**src/rtl/if_fetch_pkg.sv**
```systemverilog
`default_nettype none
// ============================================================================
//  Module      : if_fetch_pkg
//  Description : Shared constants and fetch-state encoding for the
//                instruction-fetch front end.
//  Revision    : 1.0 - initial release
// ============================================================================
package if_fetch_pkg;

    localparam int unsigned c_ADDR_W   = 32;
    localparam int unsigned c_INST_W   = 32;
    localparam int unsigned c_PC_STEP  = 4;
    localparam logic [31:0] c_RESET_PC = 32'h0000_0000;

    // Fetch FSM encoding: no request / request live, data kept /
    // request live, data dropped.
    typedef logic [1:0] fetch_state_t;
    localparam fetch_state_t c_ST_IDLE  = 2'd0;
    localparam fetch_state_t c_ST_FETCH = 2'd1;
    localparam fetch_state_t c_ST_FLUSH = 2'd2;

endpackage
`default_nettype wire

```
**src/rtl/if_fetch_buf.sv**
```systemverilog
`default_nettype none
// ============================================================================
//  Module      : if_fetch_buf
//  Description : DEPTH-entry FIFO of {pc, inst} pairs between the fetch
//                engine and IF/ID. Synchronous flush, occupancy count,
//                head outputs come straight from storage registers.
//  Revision    : 1.0 - initial release
// ============================================================================
module if_fetch_buf #(
    parameter int unsigned ADDR_W = 32,
    parameter int unsigned INST_W = 32,
    parameter int unsigned DEPTH  = 2
) (
    input  logic                     clk,
    input  logic                     rst_n,
    input  logic                     i_push,
    input  logic [ADDR_W-1:0]        i_push_pc,
    input  logic [INST_W-1:0]        i_push_inst,
    input  logic                     i_pop,
    input  logic                     i_flush,
    output logic                     o_valid,
    output logic [ADDR_W-1:0]        o_head_pc,
    output logic [INST_W-1:0]        o_head_inst,
    output logic [$clog2(DEPTH):0]   o_count
);

    localparam int unsigned c_PTR_W = $clog2(DEPTH);
    localparam int unsigned c_CNT_W = c_PTR_W + 1;

    logic [ADDR_W-1:0]  r_pc_mem   [DEPTH];
    logic [INST_W-1:0]  r_inst_mem [DEPTH];
    logic [c_PTR_W-1:0] r_wr_ptr;
    logic [c_PTR_W-1:0] r_rd_ptr;
    logic [c_CNT_W-1:0] r_count;
    logic               w_do_push;
    logic               w_do_pop;

    // Pops of an empty FIFO are ignored; a flush wins over a push.
    assign w_do_pop  = i_pop & o_valid;
    assign w_do_push = i_push & ~i_flush;

    // Pointer and occupancy tracking; flush empties the FIFO.
    always_ff @(posedge clk or negedge rst_n) begin
        if (!rst_n) begin
            r_wr_ptr <= '0;
            r_rd_ptr <= '0;
            r_count  <= '0;
        end else if (i_flush) begin
            r_wr_ptr <= '0;
            r_rd_ptr <= '0;
            r_count  <= '0;
        end else begin
            if (w_do_push) r_wr_ptr <= r_wr_ptr + c_PTR_W'(1);
            if (w_do_pop)  r_rd_ptr <= r_rd_ptr + c_PTR_W'(1);
            r_count <= r_count + c_CNT_W'(w_do_push) - c_CNT_W'(w_do_pop);
        end
    end

    // Entry storage; cleared at reset so the head reads zero out of reset.
    always_ff @(posedge clk or negedge rst_n) begin
        if (!rst_n) begin
            for (int i = 0; i < int'(DEPTH); i++) begin
                r_pc_mem[i]   <= '0;
                r_inst_mem[i] <= '0;
            end
        end else if (w_do_push) begin
            r_pc_mem[r_wr_ptr]   <= i_push_pc;
            r_inst_mem[r_wr_ptr] <= i_push_inst;
        end
    end

    assign o_valid     = (r_count != '0);
    assign o_head_pc   = r_pc_mem[r_rd_ptr];
    assign o_head_inst = r_inst_mem[r_rd_ptr];
    assign o_count     = r_count;

endmodule
`default_nettype wire

```
**src/rtl/if_fetch.sv**
```systemverilog
`default_nettype none
// ============================================================================
//  Module      : if_fetch
//  Description : Instruction-fetch front end. Single-outstanding req/ack
//                fetch engine with branch/jump redirect and a small fetch
//                buffer feeding IF/ID over valid/ready.
//                Optional build macro IF_PERF_CNT_EN adds perf_fetched /
//                perf_bubble counters and ports.
//  Revision    : 1.0 - initial release
// ============================================================================
module if_fetch
    import if_fetch_pkg::*;
#(
    parameter int unsigned       ADDR_W    = c_ADDR_W,
    parameter int unsigned       INST_W    = c_INST_W,
    parameter logic [ADDR_W-1:0] RESET_PC  = ADDR_W'(c_RESET_PC),
    parameter int unsigned       BUF_DEPTH = 2
) (
    input  logic              clk,
    input  logic              rst_n,
    output logic              imem_req,
    output logic [ADDR_W-1:0] imem_addr,
    input  logic              imem_ack,
    input  logic [INST_W-1:0] imem_data,
    input  logic              redirect_valid,
    input  logic [ADDR_W-1:0] redirect_pc,
    input  logic              id_ready,
    output logic              if_valid,
    output logic [ADDR_W-1:0] if_pc,
    output logic [INST_W-1:0] if_inst
`ifdef IF_PERF_CNT_EN
    ,
    output logic [31:0]       perf_fetched,
    output logic [31:0]       perf_bubble
`endif
);

    localparam int unsigned       c_CNT_W       = $clog2(BUF_DEPTH) + 1;
    localparam logic [c_CNT_W-1:0] c_DEPTH      = c_CNT_W'(BUF_DEPTH);
    localparam logic [ADDR_W-1:0] c_STEP        = ADDR_W'(c_PC_STEP);
    localparam logic [ADDR_W-1:0] c_RESET_PC_AL = {RESET_PC[ADDR_W-1:2], 2'b00};

    fetch_state_t      r_state;
    fetch_state_t      w_state_nxt;
    logic              r_imem_req;
    logic              w_imem_req_nxt;
    logic [ADDR_W-1:0] r_imem_addr;
    logic [ADDR_W-1:0] w_imem_addr_nxt;
    logic [ADDR_W-1:0] r_fetch_pc;
    logic [ADDR_W-1:0] w_fetch_pc_nxt;

    logic              w_push;
    logic              w_pop;
    logic              w_flush;
    logic              w_room;
    logic [c_CNT_W-1:0] w_count;
    logic [c_CNT_W-1:0] w_count_nxt;
    logic [ADDR_W-1:0] w_redir_pc;

    // Low address bits of a redirect target are meaningless for word fetch.
    assign w_redir_pc = {redirect_pc[ADDR_W-1:2], 2'b00};

    // Only data for a kept request is buffered; any redirect flushes, but a
    // pop in the same cycle (the delay slot) still leaves IF.
    assign w_pop   = if_valid & id_ready;
    assign w_push  = (r_state == c_ST_FETCH) & imem_ack & ~redirect_valid;
    assign w_flush = redirect_valid;

    // Occupancy after this cycle decides whether another request fits.
    assign w_count_nxt = w_flush ? '0
                                 : (w_count + c_CNT_W'(w_push) - c_CNT_W'(w_pop));
    assign w_room      = (w_count_nxt < c_DEPTH);

    // State register.
    always_ff @(posedge clk or negedge rst_n) begin
        if (!rst_n) r_state <= c_ST_IDLE;
        else        r_state <= w_state_nxt;
    end

    // Next-state decode.
    always_comb begin
        w_state_nxt = r_state;
        case (r_state)
            c_ST_IDLE: begin
                if (!redirect_valid && w_room) w_state_nxt = c_ST_FETCH;
            end
            c_ST_FETCH: begin
                if (redirect_valid)         w_state_nxt = imem_ack ? c_ST_FETCH : c_ST_FLUSH;
                else if (imem_ack && !w_room) w_state_nxt = c_ST_IDLE;
            end
            c_ST_FLUSH: begin
                if (imem_ack) w_state_nxt = c_ST_FETCH;
            end
            default: w_state_nxt = c_ST_IDLE;
        endcase
    end

    // Request/PC actions per state; request fields hold while unacked.
    always_comb begin
        w_imem_req_nxt  = r_imem_req;
        w_imem_addr_nxt = r_imem_addr;
        w_fetch_pc_nxt  = r_fetch_pc;
        case (r_state)
            c_ST_IDLE: begin
                if (redirect_valid) begin
                    w_fetch_pc_nxt = w_redir_pc;
                end else if (w_room) begin
                    w_imem_req_nxt  = 1'b1;
                    w_imem_addr_nxt = r_fetch_pc;
                    w_fetch_pc_nxt  = r_fetch_pc + c_STEP;
                end
            end
            c_ST_FETCH: begin
                if (redirect_valid) begin
                    if (imem_ack) begin
                        w_imem_addr_nxt = w_redir_pc;
                        w_fetch_pc_nxt  = w_redir_pc + c_STEP;
                    end else begin
                        w_fetch_pc_nxt  = w_redir_pc;
                    end
                end else if (imem_ack) begin
                    if (w_room) begin
                        w_imem_addr_nxt = r_fetch_pc;
                        w_fetch_pc_nxt  = r_fetch_pc + c_STEP;
                    end else begin
                        w_imem_req_nxt  = 1'b0;
                    end
                end
            end
            c_ST_FLUSH: begin
                // A redirect landing together with the stale ack goes
                // straight to the new target.
                if (imem_ack) begin
                    w_imem_addr_nxt = redirect_valid ? w_redir_pc : r_fetch_pc;
                    w_fetch_pc_nxt  = (redirect_valid ? w_redir_pc : r_fetch_pc) + c_STEP;
                end else if (redirect_valid) begin
                    w_fetch_pc_nxt  = w_redir_pc;
                end
            end
            default: begin
                w_imem_req_nxt = 1'b0;
            end
        endcase
    end

    // Request and fetch-PC registers.
    always_ff @(posedge clk or negedge rst_n) begin
        if (!rst_n) begin
            r_imem_req  <= 1'b0;
            r_imem_addr <= c_RESET_PC_AL;
            r_fetch_pc  <= c_RESET_PC_AL;
        end else begin
            r_imem_req  <= w_imem_req_nxt;
            r_imem_addr <= w_imem_addr_nxt;
            r_fetch_pc  <= w_fetch_pc_nxt;
        end
    end

    assign imem_req  = r_imem_req;
    assign imem_addr = r_imem_addr;

    if_fetch_buf #(
        .ADDR_W (ADDR_W),
        .INST_W (INST_W),
        .DEPTH  (BUF_DEPTH)
    ) u_buf (
        .clk         (clk),
        .rst_n       (rst_n),
        .i_push      (w_push),
        .i_push_pc   (r_imem_addr),
        .i_push_inst (imem_data),
        .i_pop       (w_pop),
        .i_flush     (w_flush),
        .o_valid     (if_valid),
        .o_head_pc   (if_pc),
        .o_head_inst (if_inst),
        .o_count     (w_count)
    );

`ifdef IF_PERF_CNT_EN
    logic [31:0] r_perf_fetched;
    logic [31:0] r_perf_bubble;

    // Delivered-instruction and bubble counters, free-running with wrap.
    always_ff @(posedge clk or negedge rst_n) begin
        if (!rst_n) begin
            r_perf_fetched <= '0;
            r_perf_bubble  <= '0;
        end else begin
            if (w_pop)                  r_perf_fetched <= r_perf_fetched + 32'd1;
            if (id_ready && !if_valid)  r_perf_bubble  <= r_perf_bubble + 32'd1;
        end
    end

    assign perf_fetched = r_perf_fetched;
    assign perf_bubble  = r_perf_bubble;
`endif

endmodule
`default_nettype wire

```
**config.mk**
```make
export PLATFORM = sky130hd
export DESIGN_NAME = if_fetch
export DESIGN_NICKNAME = d
export VERILOG_FILES = /design/src/rtl/if_fetch_pkg.sv /design/src/rtl/if_fetch_buf.sv /design/src/rtl/if_fetch.sv
export SDC_FILE = /design/constraint.sdc
export NUM_CORES = 1
export LEC_CHECK = 0
export ABC_CLOCK_PERIOD_IN_PS = 8710
export CORE_ASPECT_RATIO = 0.6
export CORE_MARGIN = 2
export CORE_UTILIZATION = 45
export CTS_CLUSTER_DIAMETER = 60
export DETAILED_ROUTE_END_ITERATION = 6
export PLACE_DENSITY = 0.69
export SLEW_MARGIN = 20
export SYNTH_ARGS = -nofsm -noshare
export SYNTH_HDL_FRONTEND = slang
export SYNTH_SLANG_ARGS = --single-unit
```
**constraint.sdc**
```tcl
create_clock -name clk -period 8.71 [get_ports clk]
set_input_delay 2.613 -clock clk [delete_from_list [all_inputs] [get_ports clk]]
set_output_delay 2.613 -clock clk [all_outputs]
set_load 0.02 [all_outputs]
```
==> results of run 1 <==
==> cell usage after synthesis (all sizes together) (5+ instances only) <==
cell type and n:
nor2 55, o211ai 11, clkbuf 80, and2 9, o2111ai 5, xor2 38, or2 6, dfrtp 199
a31oi 10, nand3 42, a32oi 5, a22o 21, ha 10, xnor2 43, inv 18, nor4 11
nor2b 7, a21oi 44, buf 33, nand4 20, a211oi 6, o22ai 12, mux2i 23, nor3 26
o21ai 86, and3 10, a22oi 34, nand2b 5, nand2 120, mux2 201, o31ai 5, a221oi 5
==> report_power, final <==
part,switching (mW),internal [mW]
Clock,0.397,0.379
Combinational,1.71,1.36
Sequential,0.388,1.33
Total,2.49,3.07
==> worst paths after layout <==
path,to,slack [ps],depth (start not counted)
max in group asynchronous,u_buf.r_rd_ptr$_DFFE_PN0P_,5300,2
hold reg to reg,r_fetch_pc[0]$_DFFE_PN0P_,500,1
setup reg to reg,r_fetch_pc[22]$_DFFE_PN0P_,3940,14
min in group asynchronous,u_buf.r_pc_mem[24]$_DFFE_PN0P_,2040,1
setup / recovery,r_fetch_pc[22]$_DFFE_PN0P_,2840,12
hold / removal,r_fetch_pc[0]$_DFFE_PN0P_,500,1
==> per-layer routing <==
metal | vias up | global-route usage (%)
met5 | - | 0
met4 | 0 | 7.58
met3 | 63 | 5.66
met2 | 517 | 37.3
met1 | 5301 | 39.8
li1 | 4835 | -
==> state kept, by name, indices dropped and copies added (netlist names) <==
signal / count
u_buf.r_inst_mem: 64
u_buf.r_wr_ptr: 1
u_buf.r_rd_ptr: 1
imem_addr: 32
imem_req: 1
r_fetch_pc: 32
r_state: 2
u_buf.r_pc_mem: 64
u_buf.o_count: 2
==> kinds of logic (layout without fill, tap and decap cells) <==
| logic type | after synthesis | after routing | synth area share (%) |
|---|---|---|---|
| AOI/OAI and AO/OA | 294 | 294 | 16.2 |
| muxes | 224 | 224 | 19.9 |
| adders and majority gates | 10 | 10 | 1.00 |
| buffers and inverters | 132 | 232 | 4.33 |
| DFF | 199 | 199 | 39.8 |
| and+or+nand+nor | 334 | 334 | 13.1 |
| xor gates and xnor gates | 81 | 81 | 5.67 |
==> layout by cell type (no fill, tap or decap), types with 6 or more instances in the layout <==
cell,synthesis,layout
o211ai_1,10,10
and2_1,9,9
a211oi_1,6,6
nand3_1,42,42
a21oi_1,44,42
a31oi_1,10,10
a22o_1,21,21
nor2_1,55,54
o22ai_1,12,12
nand4_1,18,18
dfrtp_1,199,198
xor2_1,38,38
nor3_1,26,26
inv_1,18,18
buf_4,4,17
nor2b_1,7,6
and3_1,10,10
a22oi_1,34,34
clkdlybuf4s50_1,0,162
nor4_1,10,10
nand2_1,120,119
mux2i_1,23,23
mux2_2,201,201
xnor2_1,43,43
clkbuf_16,0,17
o21ai_0,86,85
or2_2,6,6
ha_1,10,9
==> layout make-up <==
cell class	count	area (µm²)	share of cell area, %
Clock buffer	17	425	2.86
Inverter	19	71.3	0.479
Clock inverter	15	143	0.958
Tap cell	367	459	3.09
Sequential cell	199	4980	33.5
Timing Repair Buffer	181	1780	12.0
Multi-Input combinational cell	943	7020	47.2
==> worst max-delay path, stage by stage <==
cell	delay, ps
buf_4	120
nor2b_2	730
nand2_1	290
ha_1	270
xnor2_1	270
xor2_1	180
buf_4	300
o2111ai_2	360
nor4_1	620
nor3b_1	250
a21oi_1	60
a31oi_1	170
==> per-stage QoR <==
step | instance area [µm²] | power (mW) | setup slack, ps | instances
6_report | 14900 | 5.56 | 2840 | 1741
5_1_grt | 14900 | 5.91 | 2630 | 1741
4_1_cts | 14900 | 5.55 | 2960 | 1741
3_5_place_dp | 14300 | 4.75 | 2470 | 1709
3_3_place_gp | 14300 | 4.68 | 2550 | 1709
2_1_floorplan | 12500 | 3.63 | 3470 | 1274
==> impl_metrics.toml, run 1 <==
[run_status]
outcome = "completed"

[sta]
setup-tns-final_ps = 0
relSlewSlack_pct = 26.9
max_slew.worst_pin.slew_ps = 1100
finalSetupViolCount = 0
final_max_slew_viol_count = 0
rsz0062_at_grt = "false"
fin_crit_sh_pct = 67.4
period_minus_slack_ps = 5870
holdWs_ps = 500
fmax_ghz = 0.170
hold_viol_final = 0
skew_ps = 12.3

[logic_synthesis]
ys_ff_latch = 199
ys_seq_area_share_pct = 39.8
synthArstFlopShare_pct = 100
netlist.area_leader.share_pct = 39.8
synth_area_um2 = 12500
yosysWarningCount = 0
synth_ff_type = "dfrtp_1"
synth_edf_count = 0
synth_cell_types = 74
syn_nets = 1353
avgSynthCellArea_um2 = 9.82
synthTopCellsByArea = "dfrtp_1, mux2_2, nand2_1, o21ai_0, xnor2_1"
netlist_instances = 1274
yosysTopAreaCell = "dfrtp_1"

[cells_and_area]
n_fill_cell = 2470
n_antenna_cell = 0
drive_gt1_share_pct = 20.4
area_delta_synth_final_pct = 18.9
final_util_pct = 54.2
final_nets = 1440

[cts]
cts_root_buf = "clkbuf_16"
cts_tree = "yes"
post_cts_resize_count = 0
numCtsBuffers = 17
clk_latency_ps = 450
clock-sinks = 199
cts_setup_buffers = 0
clk_pin_slew_ps = 80
cts.htree.levels = 4
clockBufferDepth = 2
ctsHoldBuffers = 0

[route]
first_pass_iters = 6
post_drt_wl_per_cell_um = 21.8
detail_route.vias_per_cell = 6.16
vias = 10700
drtIter0Drc = 1053
wl_um = 38000
drc = 0
detail-route-antenna-nets = 0
wl_met1_um = 17700
topRoutingLayerUsed = "met4"
wl_met3_um = 3440
wl_met2_um = 16200

[power_and_ir_drop]
ir_drop_v = 0.000235
power_density_nw_per_um2 = 373
p_leak_nw = 5.99

[global_route]
grt_pass1_wl_um = 59700
antenna_found_initial = 0
grt_max_degree = 173
grt-ovfl-total = 0
grt_usage_pct = 26.3
grt_pass1_vias = 10400

[worst_setup_path]
arrival_ps = 6250
cp-startpoint = "redirect_valid"
worstPathRequired_ps = 9090
critPathKind = "in -> reg"
end_kind = "register"
crit_path_start_kind = "primary input"
cp_max_fo = 21
reg2reg_from = "r_state[1]$_DFFE_PN0P_"

[floorplan]
fp.coreArea_um2 = 27500
die_y_um = 133
io_pins = 167
rows = 47
die_w_um = 219
start_util_pct = 45.6
die_area_um2 = 29200

[placed_design]
dp_hpwl_um = 25400
gp_routability_congestion = 0.998
place.port_buffers = 164

[flow_run]
drv_cap = 0

[min_path]
min_from = "r_fetch_pc[0]$_DFFE_PN0P_"
hold_path_class = "reg -> reg"
Note: power is estimated with default switching activity, not from simulation.
==> run 2, diff against run 1 <==
--- a/config.mk
+++ b/config.mk
@@ -5,7 +5,7 @@
 export SDC_FILE = /design/constraint.sdc
 export NUM_CORES = 1
 export LEC_CHECK = 0
-export ABC_CLOCK_PERIOD_IN_PS = 8710
+export ABC_CLOCK_PERIOD_IN_PS = 5800
 export CORE_ASPECT_RATIO = 0.6
 export CORE_MARGIN = 2
 export CORE_UTILIZATION = 45
==> constraint.sdc (replaced) <==
create_clock -name clk -period 5.8 [get_ports clk]
set_input_delay 1.74 -clock clk [delete_from_list [all_inputs] [get_ports clk]]
set_output_delay 1.74 -clock clk [all_outputs]
set_load 0.02 [all_outputs]
==> run 2 against run 1 <==
Net effect:
- via count increased by 1.2%
- highest routed layer is now met5
- non-clock buffer count rose by 16
- cell area grew 1.0%
- critical endpoint is now r_fetch_pc[24]$_DFFE_PN0P_
==> impl_metrics.toml, run 2 (synthesis gave the netlist of run 1 again) <==
[sta]
finalWorstSetupSlack_ps = 1280
holdWs_ps = 488
final_max_slew_viol_count = 0
period_minus_slack_ps = 4520
fin_crit_sh_pct = 77.9
hold_viol_final = 0
rsz0062_at_grt = "false"
setup-tns-final_ps = 0
max_slew.worst_pin.slew_ps = 974
relSlewSlack_pct = 35.1
finalSetupViolCount = 0
skew_ps = 10.5
fmax_ghz = 0.221

[route]
detail-route-antenna-nets = 0
drtIter0Drc = 1333
post_drt_wl_per_cell_um = 21.8
drc = 0
detail_route.vias_per_cell = 6.17
vias = 10800
wl_um = 38300
first_pass_iters = 5

[min_path]
hold_path_class = "reg -> reg"

[cts]
cts.htree.levels = 4
clock-sinks = 199
ctsHoldBuffers = 0
post_cts_resize_count = 0
clockBufferDepth = 2
cts_setup_buffers = 0
clk_latency_ps = 440
numCtsBuffers = 17
cts_root_buf = "clkbuf_16"
clk_pin_slew_ps = 80
cts_tree = "yes"

[floorplan]
fp.coreArea_um2 = 27500
die_y_um = 133
die_area_um2 = 29200
die_w_um = 219
rows = 47
start_util_pct = 45.6
io_pins = 167

[flow_run]
drv_cap = 0

[worst_setup_path]
critPathKind = "in -> reg"
end_kind = "register"
arrival_ps = 4830
worstPathRequired_ps = 6110
cp_max_fo = 10
crit_path_start_kind = "primary input"
r2r_slack_ps = 1700

[cells_and_area]
final_util_pct = 54.8
mostFrequentLayoutCells = "mux2_2, dfrtp_1, clkdlybuf4s50_1"
n_fill_cell = 2422
area_delta_synth_final_pct = 20.2
top_regs = "u_buf.r_inst_mem x64, u_buf.r_pc_mem x64"
final_nets = 1456
drive_gt1_share_pct = 20.9
n_antenna_cell = 0
final_common_cell = "mux2_2"

[global_route]
grt-ovfl-total = 0
grt_pass1_wl_um = 59800
grt_pass1_vias = 10400
grt_max_degree = 121
antenna_found_initial = 1
grt_usage_pct = 26.4

[placed_design]
gp_routability_congestion = 0.955
dpl_worst_slack_ps = 916
place.port_buffers = 164
dp_hpwl_um = 26100

[run_status]
outcome = "completed"

[power_and_ir_drop]
finalPower_mw = 8.48
power_density_nw_per_um2 = 564
p_leak_nw = 6.08
ir_drop_v = 0.000339
## run 2: stage by stage
| step | instances | cell area (µm²) |
|---|---|---|
| final | 1757 | 15000 |
| after global routing | 1757 | 15000 |
| after CTS | 1757 | 15000 |
| after detailed placement | 1725 | 14500 |
| after global placement | 1725 | 14500 |
| after floorplan | 1274 | 12500 |
## run 2: worst max-delay path, cell delays in order
cell and delay, ps:
clkdlybuf4s50_1 490, nand2_1 130, ha_1 300, nor2b_1 200, xor2_1 460, o2111ai_2 440, o31a_1 420, or3_1 330
a32oi_1 210, a22oi_1 110
## run 2: per-layer routing
layer  vias to the layer above  share of wire (%)  GRT usage, %
met5                         -              0.034             0
met4                         2                1.4          6.12
met3                        65                 10          6.53
met2                       558                 42          37.1
met1                      5351                 46          40.5
li1                       4865                  -             -
## run 2: layout make-up
class	instances	area [µm²]	share of cell area (%)
Sequential cell	199	4980	33.1
Inverter	19	71.3	0.474
Clock buffer	23	468	3.11
Multi-Input combinational cell	943	7020	46.7
Tap cell	367	459	3.05
Timing Repair Buffer	197	1930	12.8
Clock inverter	9	114	0.757
## run 2: where the power goes
| group | total, mW | switching (mW) | internal (mW) | leakage (nW) |
|---|---|---|---|---|
| Clock | 1.20 | 0.537 | 0.663 | 0.275 |
| Combinational | 4.71 | 2.60 | 2.12 | 3.28 |
| Sequential | 2.56 | 0.569 | 1.99 | 2.53 |
## run 2: final timing paths
check                                           from                          to  depth (start not counted)
min in group asynchronous                      rst_n  r_fetch_pc[25]$_DFFE_PN0P_                          1
hold / removal             r_fetch_pc[0]$_DFFE_PN0P_   r_fetch_pc[0]$_DFFE_PN0P_                          1
hold reg to reg            r_fetch_pc[0]$_DFFE_PN0P_   r_fetch_pc[0]$_DFFE_PN0P_                          1
max in group asynchronous                      rst_n  u_buf.r_rd_ptr$_DFFE_PN0P_                          2
setup / recovery                            imem_ack  r_fetch_pc[24]$_DFFE_PN0P_                         10
setup reg to reg              r_state[1]$_DFFE_PN0P_  r_fetch_pc[24]$_DFFE_PN0P_                         13
